[config.mk]
export PLATFORM = sky130hd
export DESIGN_NAME = dout_writer
export DESIGN_NICKNAME = d
export VERILOG_FILES = /design/src/rtl/dout_writer.sv
export SDC_FILE = /design/constraint.sdc
export NUM_CORES = 1
export LEC_CHECK = 0
export BUFFER_PORTS_ARGS = -buffer_cell sky130_fd_sc_hd__clkbuf_2
export CAP_MARGIN = 20
export CORE_MARGIN = 2
export CORE_UTILIZATION = 60
export DETAILED_ROUTE_END_ITERATION = 8
export PLACE_DENSITY = 0.86
export SYNTH_ARGS = -nofsm -noshare
export SYNTH_HDL_FRONTEND = slang
export SYNTH_SLANG_ARGS = --single-unit
export TNS_END_PERCENT = 30
[constraint.sdc]
create_clock -name clk_i -period 4.9 [get_ports clk_i]
set_input_delay 0.735 -clock clk_i [delete_from_list [all_inputs] [get_ports clk_i]]
set_output_delay 0.735 -clock clk_i [all_outputs]
set_load 0.01 [all_outputs]
[src/rtl/dout_writer.sv]
`default_nettype none
// ============================================================================
// Module      : dout_writer
// Description : Periodic 4-line serial frame transmitter. Every FRAME_PERIOD
//               clocks it latches eight 24-bit samples and shifts them out
//               MSB first on four data lines, framed by an active-low drdy_o
//               and a divided bit clock dclk_o.
// Revision    : 1.0 - initial release
// ============================================================================
module dout_writer #(
    parameter int CLK_DIV      = 4,    // clk_i cycles per dclk_o half-period
    parameter int FRAME_PERIOD = 512   // clk_i cycles between frame starts
) (
    input  logic        clk_i,
    input  logic        reset_i,
    input  logic        en_i,
    input  logic [23:0] ch1_i,
    input  logic [23:0] ch2_i,
    input  logic [23:0] ch3_i,
    input  logic [23:0] ch4_i,
    input  logic [23:0] ch5_i,
    input  logic [23:0] ch6_i,
    input  logic [23:0] ch7_i,
    input  logic [23:0] ch8_i,
    output logic        drdy_o,
    output logic        dclk_o,
    output logic        dout0_o,
    output logic        dout1_o,
    output logic        dout2_o,
    output logic        dout3_o,
    output logic        busy_o,
    output logic        done_o,
    output logic        overrun_o
);

    localparam int              c_TW      = (FRAME_PERIOD > 2) ? $clog2(FRAME_PERIOD) : 1;
    localparam logic [c_TW-1:0] c_T_LAST  = c_TW'(FRAME_PERIOD - 1);
    localparam logic [7:0]      c_PH_LAST = 8'(CLK_DIV - 1);
    localparam logic [5:0]      c_NBITS   = 6'd48;

    typedef enum logic [1:0] {
        ST_IDLE   = 2'd0,
        ST_SETUP  = 2'd1,
        ST_CLK_HI = 2'd2,
        ST_CLK_LO = 2'd3
    } state_t;

    // Registered state
    state_t           r_state;
    logic [c_TW-1:0]  r_timer;
    logic [7:0]       r_phase;      // cycle index within the current state
    logic [5:0]       r_bit;        // dclk_o rising edges issued this frame
    logic [3:0][47:0] r_sh;         // one 48-bit shift register per line
    logic             r_drdy;
    logic             r_dclk;
    logic [3:0]       r_dout;
    logic             r_busy;
    logic             r_done;
    logic             r_ovr;

    // Next-state values
    state_t           w_state_nx;
    logic [7:0]       w_phase_nx;
    logic [5:0]       w_bit_nx;
    logic [3:0][47:0] w_sh_nx;
    logic             w_drdy_nx;
    logic             w_dclk_nx;
    logic [3:0]       w_dout_nx;
    logic             w_busy_nx;
    logic             w_done_nx;
    logic             w_ovr_nx;

    logic             w_req;
    logic             w_phase_end;

    assign w_req       = (r_timer == c_T_LAST);
    assign w_phase_end = (r_phase == c_PH_LAST);

    // Free-running frame timer; its last count is the frame request
    always_ff @(posedge clk_i or negedge reset_i) begin
        if (!reset_i) begin
            r_timer <= '0;
        end else if (w_req) begin
            r_timer <= '0;
        end else begin
            r_timer <= r_timer + c_TW'(1);
        end
    end

    // Next-state, datapath and output decode; every output is then registered
    always_comb begin
        w_state_nx = r_state;
        w_phase_nx = r_phase;
        w_bit_nx   = r_bit;
        w_sh_nx    = r_sh;
        w_drdy_nx  = r_drdy;
        w_dclk_nx  = r_dclk;
        w_dout_nx  = r_dout;
        w_busy_nx  = r_busy;
        w_done_nx  = 1'b0;
        // A request arriving while a frame runs is dropped and flagged
        w_ovr_nx   = w_req && (r_state != ST_IDLE);

        case (r_state)
            ST_IDLE: begin
                if (w_req && en_i) begin
                    w_state_nx = ST_SETUP;
                    w_phase_nx = 8'd0;
                    w_bit_nx   = 6'd0;
                    w_sh_nx    = {{ch7_i, ch8_i}, {ch5_i, ch6_i},
                                  {ch3_i, ch4_i}, {ch1_i, ch2_i}};
                    w_drdy_nx  = 1'b0;
                    w_dclk_nx  = 1'b0;
                    w_dout_nx  = {ch7_i[23], ch5_i[23], ch3_i[23], ch1_i[23]};
                    w_busy_nx  = 1'b1;
                end
            end

            ST_SETUP: begin
                if (w_phase_end) begin
                    w_state_nx = ST_CLK_HI;
                    w_phase_nx = 8'd0;
                    w_dclk_nx  = 1'b1;
                    w_bit_nx   = r_bit + 6'd1;
                end else begin
                    w_phase_nx = r_phase + 8'd1;
                end
            end

            ST_CLK_HI: begin
                if (w_phase_end) begin
                    // Data advances only on the falling dclk edge
                    w_state_nx = ST_CLK_LO;
                    w_phase_nx = 8'd0;
                    w_dclk_nx  = 1'b0;
                    for (int i = 0; i < 4; i++) begin
                        w_sh_nx[i]   = {r_sh[i][46:0], 1'b0};
                        w_dout_nx[i] = r_sh[i][46];
                    end
                end else begin
                    w_phase_nx = r_phase + 8'd1;
                end
            end

            ST_CLK_LO: begin
                if (w_phase_end) begin
                    w_phase_nx = 8'd0;
                    if (r_bit == c_NBITS) begin
                        w_state_nx = ST_IDLE;
                        w_bit_nx   = 6'd0;
                        w_drdy_nx  = 1'b1;
                        w_dclk_nx  = 1'b0;
                        w_dout_nx  = 4'd0;
                        w_busy_nx  = 1'b0;
                        w_done_nx  = 1'b1;
                    end else begin
                        w_state_nx = ST_CLK_HI;
                        w_dclk_nx  = 1'b1;
                        w_bit_nx   = r_bit + 6'd1;
                    end
                end else begin
                    w_phase_nx = r_phase + 8'd1;
                end
            end

            default: begin
                w_state_nx = ST_IDLE;
            end
        endcase
    end

    // FSM state, phase and bit counters
    always_ff @(posedge clk_i or negedge reset_i) begin
        if (!reset_i) begin
            r_state <= ST_IDLE;
            r_phase <= 8'd0;
            r_bit   <= 6'd0;
        end else begin
            r_state <= w_state_nx;
            r_phase <= w_phase_nx;
            r_bit   <= w_bit_nx;
        end
    end

    // Shift registers and registered outputs
    always_ff @(posedge clk_i or negedge reset_i) begin
        if (!reset_i) begin
            r_sh   <= '0;
            r_drdy <= 1'b1;
            r_dclk <= 1'b0;
            r_dout <= 4'd0;
            r_busy <= 1'b0;
            r_done <= 1'b0;
            r_ovr  <= 1'b0;
        end else begin
            r_sh   <= w_sh_nx;
            r_drdy <= w_drdy_nx;
            r_dclk <= w_dclk_nx;
            r_dout <= w_dout_nx;
            r_busy <= w_busy_nx;
            r_done <= w_done_nx;
            r_ovr  <= w_ovr_nx;
        end
    end

    assign drdy_o    = r_drdy;
    assign dclk_o    = r_dclk;
    assign dout0_o   = r_dout[0];
    assign dout1_o   = r_dout[1];
    assign dout2_o   = r_dout[2];
    assign dout3_o   = r_dout[3];
    assign busy_o    = r_busy;
    assign done_o    = r_done;
    assign overrun_o = r_ovr;

endmodule
`default_nettype wire

==> results of run 1 <==
registers in the layout (all words and copies together), names as in the netlist:
| signal | cells |
|---|---|
| done_o | 1 |
| r_dout | 4 |
| r_sh | 188 |
| r_state | 2 |
| overrun_o | 1 |
| busy_o | 1 |
| drdy_o | 1 |
| r_bit | 6 |
| r_phase | 8 |
| r_timer | 9 |
| dclk_o | 1 |
power groups by stage:
stage	registers, mW	logic, mW	clock network [mW]
5_1_grt	1.83	0.186	1.99
6_report	1.83	0.164	1.88
3_3_place_gp	1.87	0.162	0
2_1_floorplan	1.87	0.0420	0
3_5_place_dp	1.87	0.166	0
4_1_cts	1.83	0.168	1.92
cells by family after synthesis:
group	count (synthesis)	share of synthesized area, %
flops	222	54.0
xor+xnor	4	0.340
buf+inv	74	4.51
compound gates	231	12.1
mux	189	18.4
simple gates	250	10.0
fa+ha+maj	5	0.608
synth_stat cells, types with 7 or more instances:
library cell               instances  area (um^2)
sky130_fd_sc_hd__o21ai_1         178          891
sky130_fd_sc_hd__mux2i_1         185         1850
sky130_fd_sc_hd__nand3_1           9         45.0
sky130_fd_sc_hd__nand2_1         205          769
sky130_fd_sc_hd__a21oi_1           8         40.0
sky130_fd_sc_hd__dfrtp_1         221         5530
sky130_fd_sc_hd__nor2_1           14         52.6
sky130_fd_sc_hd__inv_1             7         26.3
sky130_fd_sc_hd__a22o_1            9         78.8
sky130_fd_sc_hd__clkbuf_1         18         67.6
sky130_fd_sc_hd__buf_6            19          214
sky130_fd_sc_hd__o21ai_0          20          100
sky130_fd_sc_hd__buf_2            26          130
layout by cell type, fill, tap and decap left out, types with 2 or more instances in the layout:
master                      netlist  layout
sky130_fd_sc_hd__nor3_1           2       2
sky130_fd_sc_hd__or3_1            3       3
sky130_fd_sc_hd__bufinv_16        0       3
sky130_fd_sc_hd__clkbuf_16        0      25
sky130_fd_sc_hd__clkbuf_2         0     202
sky130_fd_sc_hd__buf_4            3       6
sky130_fd_sc_hd__a21oi_1          8       8
sky130_fd_sc_hd__a21o_1           2       2
sky130_fd_sc_hd__a31oi_1          5       5
sky130_fd_sc_hd__o21ai_1        178     178
sky130_fd_sc_hd__buf_12           0       3
sky130_fd_sc_hd__a22o_1           9       9
sky130_fd_sc_hd__clkbuf_8         0       5
sky130_fd_sc_hd__nand3_1          9       9
sky130_fd_sc_hd__dfrtp_1        221     221
sky130_fd_sc_hd__ha_1             5       5
sky130_fd_sc_hd__nor2_1          14      14
sky130_fd_sc_hd__and2_1           2       2
sky130_fd_sc_hd__o31ai_1          3       3
sky130_fd_sc_hd__inv_1            7       7
sky130_fd_sc_hd__clkinv_2         0       7
sky130_fd_sc_hd__nand2_1        205     205
sky130_fd_sc_hd__mux2_2           4       4
sky130_fd_sc_hd__nor2b_1          5       4
sky130_fd_sc_hd__xor2_1           3       3
sky130_fd_sc_hd__o21ai_0         20      20
sky130_fd_sc_hd__mux2i_1        185     185
sky130_fd_sc_hd__and3_1           5       5
sky130_fd_sc_hd__clkbuf_1        18       3
layer usage:
metal / wire [um] / track usage, % / up-vias
met5: 0 / 0 / -
met4: 518 / 6.94 / 0
met3: 1660 / 6.31 / 37
met2: 10500 / 39.9 / 219
met1: 9060 / 32.2 / 3559
li1: - / - / 3719
area by class of cell:
| type | instances | area (um^2) | area share [%] |
|---|---|---|---|
| sequential | 222 | 5560 | 45.9 |
| timing repair buffer | 212 | 1130 | 9.34 |
| clock buffer | 33 | 706 | 5.83 |
| tap | 220 | 275 | 2.27 |
| clock inverter | 11 | 133 | 1.09 |
| multi-input combinational | 679 | 4290 | 35.4 |
| inverter | 7 | 26.3 | 0.217 |
worst max path at each step:
stage	start	end	cells after the start
2_1_floorplan	r_timer[0]	r_sh[100]	10
3_5_place_dp	r_timer[0]	r_sh[121]	9
3_3_place_gp	r_timer[0]	r_sh[5]	9
5_1_grt	r_timer[0]	r_sh[109]	10
6_report	r_timer[0]	r_sh[109]	10
4_1_cts	r_timer[0]	r_sh[109]	10
==> impl_metrics.sql, run 1 <==
INSERT INTO impl_metrics (metric_group, metric, value, unit) VALUES
('logic_synthesis', 'synth_enable_flop_cells', '0', ''),
('worst_setup_path', 'critPathMaxFanout', '319', ''),
('worst_setup_path', 'r2r_end', 'r_sh[109]', ''),
('layout', 'layout.core_utilization', '72.5', '%'),
('timing', 'max_freq', '0.322', 'GHz'),
('logic_synthesis', 'postSynthRegisterBits', '222', ''),
('global_routing', 'pin_count_of_the_biggest_net_entering_global_routing', '320', ''),
('clock_tree', 'number_of_sinks_on_the_clock_net', '222', ''),
('timing', 'final_min_period_over_clock_period', '63.3', '%'),
('logic_synthesis', 'yosysUniqueCellTypes', '39', ''),
('worst_setup_path', 'path_common_cell', 'sky130_fd_sc_hd__ha_1', ''),
('worst_setup_path', 'critPathTopFamily', 'buffers and inverters', ''),
('pwr', 'net_switching', '0.796', 'mW'),
('global_routing', 'grt_remaining_overflow', '0', ''),
('worst_hold_path', 'holdCritPathClass', 'input pin to asynchronous set/reset pin', ''),
('floorplan', 'die_y', '135', 'um'),
('timing', 'setup_violations', '0', ''),
('clock_tree', 'clkLatencyLatePin', '510', 'ps'),
('drt', 'vias_per_cell', '5.44', ''),
('timing', 'slew_headroom', '13.3', '%'),
('logic_synthesis', 'yosys_warnings', '0', ''),
('global_routing', 'via_count_of_the_first_global_routing_pass', '7502', ''),
('drt', 'dr.pass1.iters', '4', ''),
('timing', 'whs', '318', 'ps'),
('layout', 'layout-drive-gt1-share', '22.7', '%'),
('layout', 'final.fill_count', '1200', ''),
('timing', 'timing_hold_violations_final', '0', ''),
('clock_tree', 'clk_root_buffer_cell', 'sky130_fd_sc_hd__clkbuf_16', ''),
('pwr', 'power-per-cell-area', '320', 'mW/mm^2'),
('logic_synthesis', 'seq_area_frac_synth', '54.0', '%'),
('timing', 'period_needed', '3100', 'ps'),
('worst_setup_path', 'slowest_delay', '690', 'ps'),
('timing', 'grt_setup_unrepaired', 'false', ''),
('worst_setup_path', 'timing.critical_path.required', '5300', 'ps'),
('global_routing', 'grt_pass1_wl', '36200', 'um'),
('logic_synthesis', 'dominantRegCellSynth', 'sky130_fd_sc_hd__dfrtp_1', ''),
('timing', 'final.setup.tns', '0', 'ps'),
('layout', 'layout.cell_area.non_filler', '0.0121', 'mm^2'),
('job', 'timing.max_cap.violations', '0', ''),
('pwr', 'ir_drop', '232', 'uV'),
('clock_tree', 'clock_tree.htree_level_count', '1', ''),
('worst_setup_path', 'crit_chain', 'ha_1 -> nand3_1 -> nor2_1 -> ha_1 -> nor4bb_2 -> buf_4 -> a31oi_4 -> buf_12 -> nand2_1 -> o21ai_1', ''),
('pwr', 'internal_power', '3.08', 'mW'),
('worst_setup_path', 'worst-endpoint-arrival', '3500', 'ps'),
('worst_setup_path', 'path_buf_inv', '2', ''),
('timing', 'timing_worst_slew_pin_value', '1300', 'ps'),
('layout', 'instances_no_fill', '1384', ''),
('placed_design', 'detailed_place.area', '0.0113', 'mm^2'),
('pwr', 'seqPwrFrac', '47.3', '%'),
('worst_setup_path', 'timing.reg2reg.setup_slack', '1800', 'ps'),
('floorplan', 'design.portCount', '204', ''),
('placed_design', 'detailedPlace.worstSlack', '1920', 'ps'),
('drt', 'wl_per_cell', '15.7', 'um'),
('pwr', 'power_switching_share', '20.5', '%'),
('worst_setup_path', 'startpoint_of_the_lowest_slack_register_to_register_path', 'r_timer[0]', ''),
('drt', 'finalWirelength', '21700', 'um'),
('worst_setup_path', 'worstRegToRegCells', '10', ''),
('drt', 'drtIter0Drc', '450', ''),
('pwr', 'total_leakage_power', '5.49', 'nW'),
('layout', 'synthToLayoutAreaGrowth', '17.7', '%'),
('run_status', 'outcome', 'completed', ''),
('pwr', 'pwr-share-clk', '48.5', '%'),
('drt', 'vias', '7534', ''),
('layout', 'nNetsFinal', '1346', ''),
('floorplan', 'die_w', '135', 'um'),
('worst_setup_path', 'cpMaxStageDelayCell', 'sky130_fd_sc_hd__buf_12', ''),
('clock_tree', 'numCtsBuffers', '24', ''),
('worst_setup_path', 'crit_type', 'register to register', ''),
('timing', 'postLayoutSetupSlackWorst', '1800', 'ps'),
('floorplan', 'coreArea', '0.0167', 'mm^2'),
('logic_synthesis', 'async_flop_share', '100', '%');
No activity file was read; power rests on OpenSTA's default activity.
==> inputs of run 2 (changes only) <==
- CORE_UTILIZATION: 60 -> 55
- PLACE_DENSITY: 0.86 -> 0.8
- clock period: 4.9 -> 3.1 ns (I/O delays scaled with it)
==> impl_metrics.sql, run 2 (same netlist as run 1, synthesis figures left out) <==
INSERT INTO impl_metrics (metric_group, metric, value, unit) VALUES
('layout', 'layout.cells.most_common', 'sky130_fd_sc_hd__dfrtp_1', ''),
('drt', 'detail_route.drc_violations', '0', ''),
('worst_setup_path', 'critPathMaxFanout', '75', ''),
('layout', 'instances_no_fill', '1403', ''),
('clock_tree', 'post_cts_hold_buffer_count', '1', ''),
('floorplan', 'coreArea', '0.0185', 'mm^2'),
('clock_tree', 'numCtsBuffers', '24', ''),
('timing', 'max_freq', '0.400', 'GHz'),
('clock_tree', 'post_cts.repair.setup_buffers', '0', ''),
('layout', 'largest_registers', 'r_sh: 188 flops, r_timer: 9 flops, r_phase: 8 flops', ''),
('worst_hold_path', 'worst_hold_startpoint', 'ch6_i[0]', ''),
('worst_setup_path', 'crit_type', 'register to register', ''),
('layout', 'largest_register', 'r_sh', ''),
('placed_design', 'gpl.final_weighted_congestion', '0.801', ''),
('worst_setup_path', 'slowest_delay', '510', 'ps'),
('floorplan', 'die_w', '141', 'um'),
('worst_hold_path', 'holdCritPathClass', 'input pin to register', ''),
('clock_tree', 'tritoncts_clock_tree', 'built', ''),
('layout', 'antenna_cells_inserted', '0', ''),
('timing', 'postLayoutSetupSlackWorst', '598', 'ps'),
('worst_setup_path', 'cpMaxStageDelayCell', 'sky130_fd_sc_hd__a31oi_4', ''),
('timing', 'setup_violations', '0', ''),
('timing', 'final.setup.tns', '0', 'ps'),
('placed_design', 'post-dp-hpwl', '14400', 'um'),
('worst_setup_path', 'worst-endpoint-arrival', '2920', 'ps'),
('pwr', 'power-per-cell-area', '489', 'mW/mm^2'),
('floorplan', 'overall_die_area', '0.0198', 'mm^2'),
('clock_tree', 'number_of_sinks_on_the_clock_net', '222', ''),
('floorplan', 'initial_utilization', '55.6', '%'),
('timing', 'timing_hold_violations_final', '0', ''),
('placed_design', 'detailedPlace.worstSlack', '633', 'ps'),
('floorplan', 'design.portCount', '204', ''),
('global_routing', 'grt_remaining_overflow', '0', ''),
('pwr', 'ir_drop', '438', 'uV'),
('timing', 'slew_headroom', '45.6', '%'),
('clock_tree', 'post_cts.resized_instances', '0', ''),
('worst_setup_path', 'timing.critical_path.required', '3520', 'ps'),
('global_routing', 'pin_count_of_the_biggest_net_entering_global_routing', '110', ''),
('global_routing', 'track_usage', '21.3', '%'),
('pwr', 'fin_total_pwr', '5.98', 'mW'),
('global_routing', 'via_count_of_the_first_global_routing_pass', '7314', ''),
('layout', 'largest_register_ff_count', '188', ''),
('clock_tree', 'clock_tree.htree_level_count', '1', ''),
('placed_design', 'numPlacedInstances', '1359', ''),
('job', 'timing.max_cap.violations', '0', ''),
('layout', 'synthToLayoutAreaGrowth', '18.7', '%'),
('pwr', 'total_leakage_power', '5.55', 'nW'),
('timing', 'whs', '186', 'ps'),
('drt', 'finalWirelength', '21000', 'um'),
('timing', 'timing.clock.skew', '13.5', 'ps'),
('timing', 'period_needed', '2500', 'ps'),
('global_routing', 'grt_pass1_wl', '35200', 'um'),
('layout', 'layout_common_cells', 'sky130_fd_sc_hd__dfrtp_1, sky130_fd_sc_hd__nand2_1, sky130_fd_sc_hd__clkbuf_2, sky130_fd_sc_hd__mux2i_1, sky130_fd_sc_hd__o21ai_1', ''),
('drt', 'dr.pass1.iters', '4', ''),
('layout', 'nNetsFinal', '1352', ''),
('layout', 'layout-drive-gt1-share', '22.7', '%'),
('floorplan', 'rows', '50', ''),
('worst_setup_path', 'startpoint_of_the_lowest_slack_register_to_register_path', 'r_timer[0]', ''),
('worst_setup_path', 'path_common_cell', 'sky130_fd_sc_hd__ha_1', ''),
('drt', 'vias', '7377', ''),
('worst_setup_path', 'cp-start-kind', 'register', ''),
('drt', 'drtIter0Drc', '361', ''),
('clock_tree', 'cts.clk_slew.worst_paths', '60', 'ps'),
('clock_tree', 'clkLatencyLatePin', '500', 'ps'),
('floorplan', 'die_y', '141', 'um'),
('drt', 'wl_per_cell', '15.0', 'um'),
('timing', 'report.final.slew_viol_count', '0', ''),
('worst_setup_path', 'critPathCaptureType', 'register', ''),
('worst_setup_path', 'crit_path_start', 'r_timer[0]', ''),
('timing', 'timing_worst_slew_pin_value', '816', 'ps'),
('worst_setup_path', 'crit_chain', 'ha_1 -> nand3_1 -> nor2_1 -> ha_1 -> nor4bb_4 -> a31oi_4 -> buf_12 -> nand2_1 -> o21ai_1', ''),
('timing', 'grt_setup_unrepaired', 'false', ''),
('global_routing', 'number_of_antenna_violations_at_the_first_check_in_global_routing', '0', ''),
('drt', 'vias_per_cell', '5.26', ''),
('placed_design', 'buffer_ports.inserted', '203', ''),
('timing', 'final_min_period_over_clock_period', '80.7', '%'),
('run_status', 'outcome', 'completed', ''),
('drt', 'ant_nets', '0', ''),
('clock_tree', 'clk_root_buffer_cell', 'sky130_fd_sc_hd__clkbuf_16', ''),
('clock_tree', 'cts-root-to-sink-buffers', '3', '');
==> run 2: report_power, final <==
| part | leakage [nW] | switching (mW) | internal [mW] |
|---|---|---|---|
| sequential | 3.05 | 0 | 2.90 |
| clock | 0.392 | 1.12 | 1.70 |
| combinational | 2.10 | 0.130 | 0.132 |
==> run 2: worst max-delay path: cells and delay by family (launching register included) <==
family | cells | cell delay (ps)
buffers and inverters | 1 | 350
AND/OR/NAND/NOR | 4 | 470
adder cells (fa/ha/maj) | 2 | 560
AO/OA/AOI/OAI | 2 | 610
flip-flops | 1 | 390
==> run 2: cell type report <==
| cell class | instances | area, um^2 |
|---|---|---|
| fill | 1458 | 6300 |
| sequential | 222 | 5560 |
| multi-input combinational | 679 | 4290 |
| timing repair buffer | 218 | 1250 |
| clock buffer | 37 | 731 |
| tap | 234 | 293 |
| clock inverter | 6 | 58.8 |
| inverter | 7 | 26.3 |
==> run 2: path summary, 6_finish.rpt <==
check	to	slack (ps)	cells past startpoint
min in group asynchronous	r_sh[76]	530	2
worst max-delay path	r_sh[119]	600	9
worst max register to register	r_sh[119]	600	9
worst min-delay path	r_sh[96]	190	2
max in group asynchronous	r_sh[33]	1680	3
worst min register to register	r_timer[0]	470	1
==> run 2: layer usage <==
metal | wire [um] | GRT usage (%) | vias to the layer above
li1 | - | - | 3724
met1 | 9660 | 29.8 | 3433
met2 | 9640 | 33.8 | 175
met3 | 1150 | 4.72 | 45
met4 | 599 | 6.26 | 0
met5 | 0 | 0 | -
==> run 2: through the flow <==
step / area [um^2] / utilization (%)
3_3_place_gp: 11400 / 61.6
2_1_floorplan: 10300 / -
3_5_place_dp: 11400 / 61.6
6_report: 12200 / 66.0
4_1_cts: 12200 / 66.0
5_1_grt: 12200 / 66.0
==> inputs of run 3 (changes only) <==
- ABC_AREA: not set -> 1
- CORE_UTILIZATION: 55 -> 56
- clock period: 3.1 -> 2.55 ns (I/O delays scaled with it)
==> impl_metrics.sql, run 3 <==
INSERT INTO impl_metrics (metric_group, metric, value, unit) VALUES
('layout', 'largest_register_ff_count', '188', ''),
('timing', 'period_needed', '2420', 'ps'),
('pwr', 'total_leakage_power', '7.04', 'nW'),
('clock_tree', 'numCtsBuffers', '23', ''),
('drt', 'vias_per_cell', '5.00', ''),
('layout', 'layout.cells.most_common', 'sky130_fd_sc_hd__nand2_1', ''),
('logic_synthesis', 'seq_area_frac_synth', '51.0', '%'),
('global_routing', 'grt_remaining_overflow', '0', ''),
('logic_synthesis', 'synth_area', '0.0109', 'mm^2'),
('worst_setup_path', 'crit_type', 'register to register', ''),
('worst_setup_path', 'crit_chain', 'ha_1 -> nand2_1 -> inv_1 -> nand2_1 -> nor2_1 -> nand3_1 -> nor2_2 -> ha_2 -> nand3_4 -> o21ai_4 -> buf_4 -> clkbuf_16 -> nand2_1 -> o21ai_0', ''),
('layout', 'antenna_cells_inserted', '0', ''),
('pwr', 'internal_power', '5.78', 'mW'),
('pwr', 'seqPwrFrac', '47.9', '%'),
('clock_tree', 'number_of_sinks_on_the_clock_net', '222', ''),
('worst_setup_path', 'slowest_delay', '380', 'ps'),
('clock_tree', 'clk_root_buffer_cell', 'sky130_fd_sc_hd__clkbuf_16', ''),
('logic_synthesis', 'yosys_warnings', '0', ''),
('timing', 'report.final.slew_viol_count', '0', ''),
('placed_design', 'detailed_place.area', '0.0121', 'mm^2'),
('placed_design', 'buffer_ports.inserted', '203', ''),
('timing', 'slew_headroom', '58.7', '%'),
('worst_hold_path', 'hold-path-cell-count', '3', ''),
('timing', 'timing_worst_slew_pin_value', '620', 'ps'),
('job', 'timing.max_cap.violations', '0', ''),
('pwr', 'fin_total_pwr', '7.35', 'mW'),
('timing', 'whs', '113', 'ps'),
('worst_setup_path', 'cpMaxStageDelayCell', 'sky130_fd_sc_hd__dfrtp_1', ''),
('clock_tree', 'tritoncts_clock_tree', 'built', ''),
('clock_tree', 'cts.clk_slew.worst_paths', '60', 'ps'),
('layout', 'largest_registers', 'r_sh: 188 flops, r_timer: 9 flops, r_phase: 8 flops', ''),
('logic_synthesis', 'post_synth_main_area_contributors', 'sky130_fd_sc_hd__dfrtp_1, sky130_fd_sc_hd__nand2_1, sky130_fd_sc_hd__o21ai_0', ''),
('logic_synthesis', 'post_synthesis_cells', '1404', ''),
('placed_design', 'gpl.final_weighted_congestion', '0.851', ''),
('global_routing', 'grt_pass1_wl', '38200', 'um'),
('pwr', 'net_switching', '1.57', 'mW'),
('timing', 'timing_hold_violations_final', '0', ''),
('floorplan', 'design.portCount', '204', ''),
('logic_synthesis', 'yosysUniqueCellTypes', '28', ''),
('layout', 'largest_register', 'r_sh', ''),
('global_routing', 'via_count_of_the_first_global_routing_pass', '8321', ''),
('worst_hold_path', 'holdCritPathClass', 'input pin to register', ''),
('placed_design', 'detailedPlace.worstSlack', '74.3', 'ps'),
('run_status', 'outcome', 'completed', ''),
('timing', 'timing.clock.skew', '9.82', 'ps'),
('floorplan', 'overall_die_area', '0.0206', 'mm^2'),
('clock_tree', 'clkLatencyLatePin', '500', 'ps'),
('logic_synthesis', 'synth_area_per_cell', '7.77', 'um^2'),
('worst_setup_path', 'worstRegToRegCells', '14', ''),
('layout', 'final.fill_count', '1564', ''),
('worst_setup_path', 'worst-endpoint-arrival', '2830', 'ps'),
('layout', 'nNetsFinal', '1784', ''),
('layout', 'synthToLayoutAreaGrowth', '20.1', '%'),
('pwr', 'power.share.combinational', '5.1', '%'),
('floorplan', 'die_y', '144', 'um'),
('logic_synthesis', 'yosysTopAreaCell', 'sky130_fd_sc_hd__dfrtp_1', ''),
('worst_setup_path', 'path_common_cell', 'sky130_fd_sc_hd__nand2_1', ''),
('worst_setup_path', 'critPathMaxFanout', '28', ''),
('worst_setup_path', 'critPathCaptureType', 'register', ''),
('drt', 'vias', '9335', ''),
('timing', 'max_freq', '0.414', 'GHz'),
('pwr', 'pwr-share-clk', '47.0', '%'),
('layout', 'layout_common_cells', 'sky130_fd_sc_hd__nand2_1, sky130_fd_sc_hd__o21ai_0, sky130_fd_sc_hd__dfrtp_1, sky130_fd_sc_hd__inv_1, sky130_fd_sc_hd__clkbuf_2', ''),
('placed_design', 'post-dp-hpwl', '15600', 'um'),
('logic_synthesis', 'postSynthRegisterBits', '222', ''),
('drt', 'finalWirelength', '24200', 'um'),
('global_routing', 'number_of_antenna_violations_at_the_first_check_in_global_routing', '0', ''),
('logic_synthesis', 'post_synthesis_net_count', '1604', ''),
('pwr', 'power_switching_share', '21.3', '%'),
('clock_tree', 'clock_tree.htree_level_count', '1', ''),
('logic_synthesis', 'dominantRegCellSynth', 'sky130_fd_sc_hd__dfrtp_1', ''),
('logic_synthesis', 'synth_commonest_cells', 'sky130_fd_sc_hd__nand2_1, sky130_fd_sc_hd__o21ai_0, sky130_fd_sc_hd__dfrtp_1', ''),
('worst_setup_path', 'timing.critical_path.required', '2960', 'ps'),
('floorplan', 'initial_utilization', '56.6', '%'),
('timing', 'final_min_period_over_clock_period', '94.8', '%'),
('drt', 'ant_nets', '0', ''),
('floorplan', 'die_w', '144', 'um'),
('layout', 'layout-drive-gt1-share', '18.2', '%'),
('logic_synthesis', 'synth_enable_flop_cells', '0', ''),
('drt', 'detail_route.drc_violations', '0', ''),
('worst_setup_path', 'cp-start-kind', 'register', ''),
('drt', 'drtIter0Drc', '539', ''),
('floorplan', 'rows', '51', ''),
('clock_tree', 'cts-root-to-sink-buffers', '3', ''),
('pwr', 'power-per-cell-area', '561', 'mW/mm^2'),
('logic_synthesis', 'synth.top_cell.area_share', '50.7', '%'),
('layout', 'layout.core_utilization', '67.9', '%'),
('global_routing', 'track_usage', '22.4', '%'),
('logic_synthesis', 'most_frequently_used_cell_type_in_the_post_synthesis_netlist', 'sky130_fd_sc_hd__nand2_1', ''),
('floorplan', 'coreArea', '0.0193', 'mm^2'),
('timing', 'setup_violations', '0', ''),
('timing', 'postLayoutSetupSlackWorst', '133', 'ps'),
('drt', 'wl_per_cell', '13.0', 'um'),
('global_routing', 'pin_count_of_the_biggest_net_entering_global_routing', '163', ''),
('layout', 'layout.cell_area.non_filler', '0.0131', 'mm^2'),
('drt', 'dr.pass1.iters', '5', ''),
('logic_synthesis', 'async_flop_share', '100', '%'),
('pwr', 'ir_drop', '383', 'uV');
[run 3: cell types whose count changed after synthesis, moves of 11 or more]
cell                      change
sky130_fd_sc_hd__inv_1      +201
sky130_fd_sc_hd__mux2i_1    -185
sky130_fd_sc_hd__o21ai_1     -29
sky130_fd_sc_hd__buf_2       +14
sky130_fd_sc_hd__nand2_1    +217
sky130_fd_sc_hd__nand3_1     +11
sky130_fd_sc_hd__o21ai_0    +209
[run 3: cell type report]
type | instances | area, um^2 | share of cell area, %
clock buffers | 31 | 646 | 4.93
repair buffers | 239 | 1590 | 12.1
clock inverters | 11 | 136 | 1.04
multi-input cells | 886 | 4040 | 30.9
inverters | 212 | 796 | 6.08
flip-flops and latches | 222 | 5560 | 42.4
well taps | 265 | 332 | 2.53
[run 3: cells by family (layout without fill, tap and decap cells)]
kind of cell / after synthesis / after routing / synth area share [%]
adder cells (fa/ha/maj): 5 / 5 / 0.574
AO/OA/AOI/OAI: 395 / 395 / 18.3
AND/OR/NAND/NOR: 477 / 477 / 17.0
multiplexers: 4 / 4 / 0.413
flip-flops: 222 / 222 / 51.0
buffers and inverters: 296 / 493 / 12.3
XOR/XNOR: 5 / 5 / 0.402
[run 3: power by group through the flow]
stage / clock network [mW] / logic (mW) / registers [mW]
after floorplan: 0 / 0.115 / 3.59
after CTS: 3.52 / 0.380 / 3.52
final: 3.46 / 0.374 / 3.52
after global placement: 0 / 0.377 / 3.59
after global routing: 3.67 / 0.430 / 3.52
after detailed placement: 0 / 0.375 / 3.59
[run 3: worst max-delay path: cells and delay by family, from the launching register on]
family	cells	cell delay, ps
flip-flops	1	380
adder cells (fa/ha/maj)	2	430
AO/OA/AOI/OAI	2	270
AND/OR/NAND/NOR	7	730
buffers and inverters	3	500
[run 3: timing repair]
item	CTS	global route
setup endpoints to repair	0	186
hold buffers	1	0
resized for setup	0	7
setup buffers	0	10
hold endpoints to repair	74	0
[run 3: worst paths after layout]
kind                            start         to  slack [ps]
max                        r_timer[0]   r_sh[66]         130
min                          ch6_i[0]   r_sh[96]         110
max reg2reg                r_timer[0]   r_sh[66]         130
min reg2reg                  r_sh[48]   r_sh[48]         480
max in group asynchronous     reset_i  r_sh[114]        1330
min in group asynchronous     reset_i   r_sh[75]         460
[run 3: metal layers]
layer	global-route usage, %	vias to the layer above	wire, um
met5	0	-	0
met4	6.35	0	508
met3	3.03	38	1440
met2	35.2	286	11200
met1	32.8	4241	11000
li1	-	4770	-
[run 3: metrics by stage]
stage                     TNS, ps  instances
after CTS                       0       1852
after detailed placement        0       1809
after floorplan                 0       1404
after global routing        -1420       1866
final                           0       1866
after global placement          0       1809
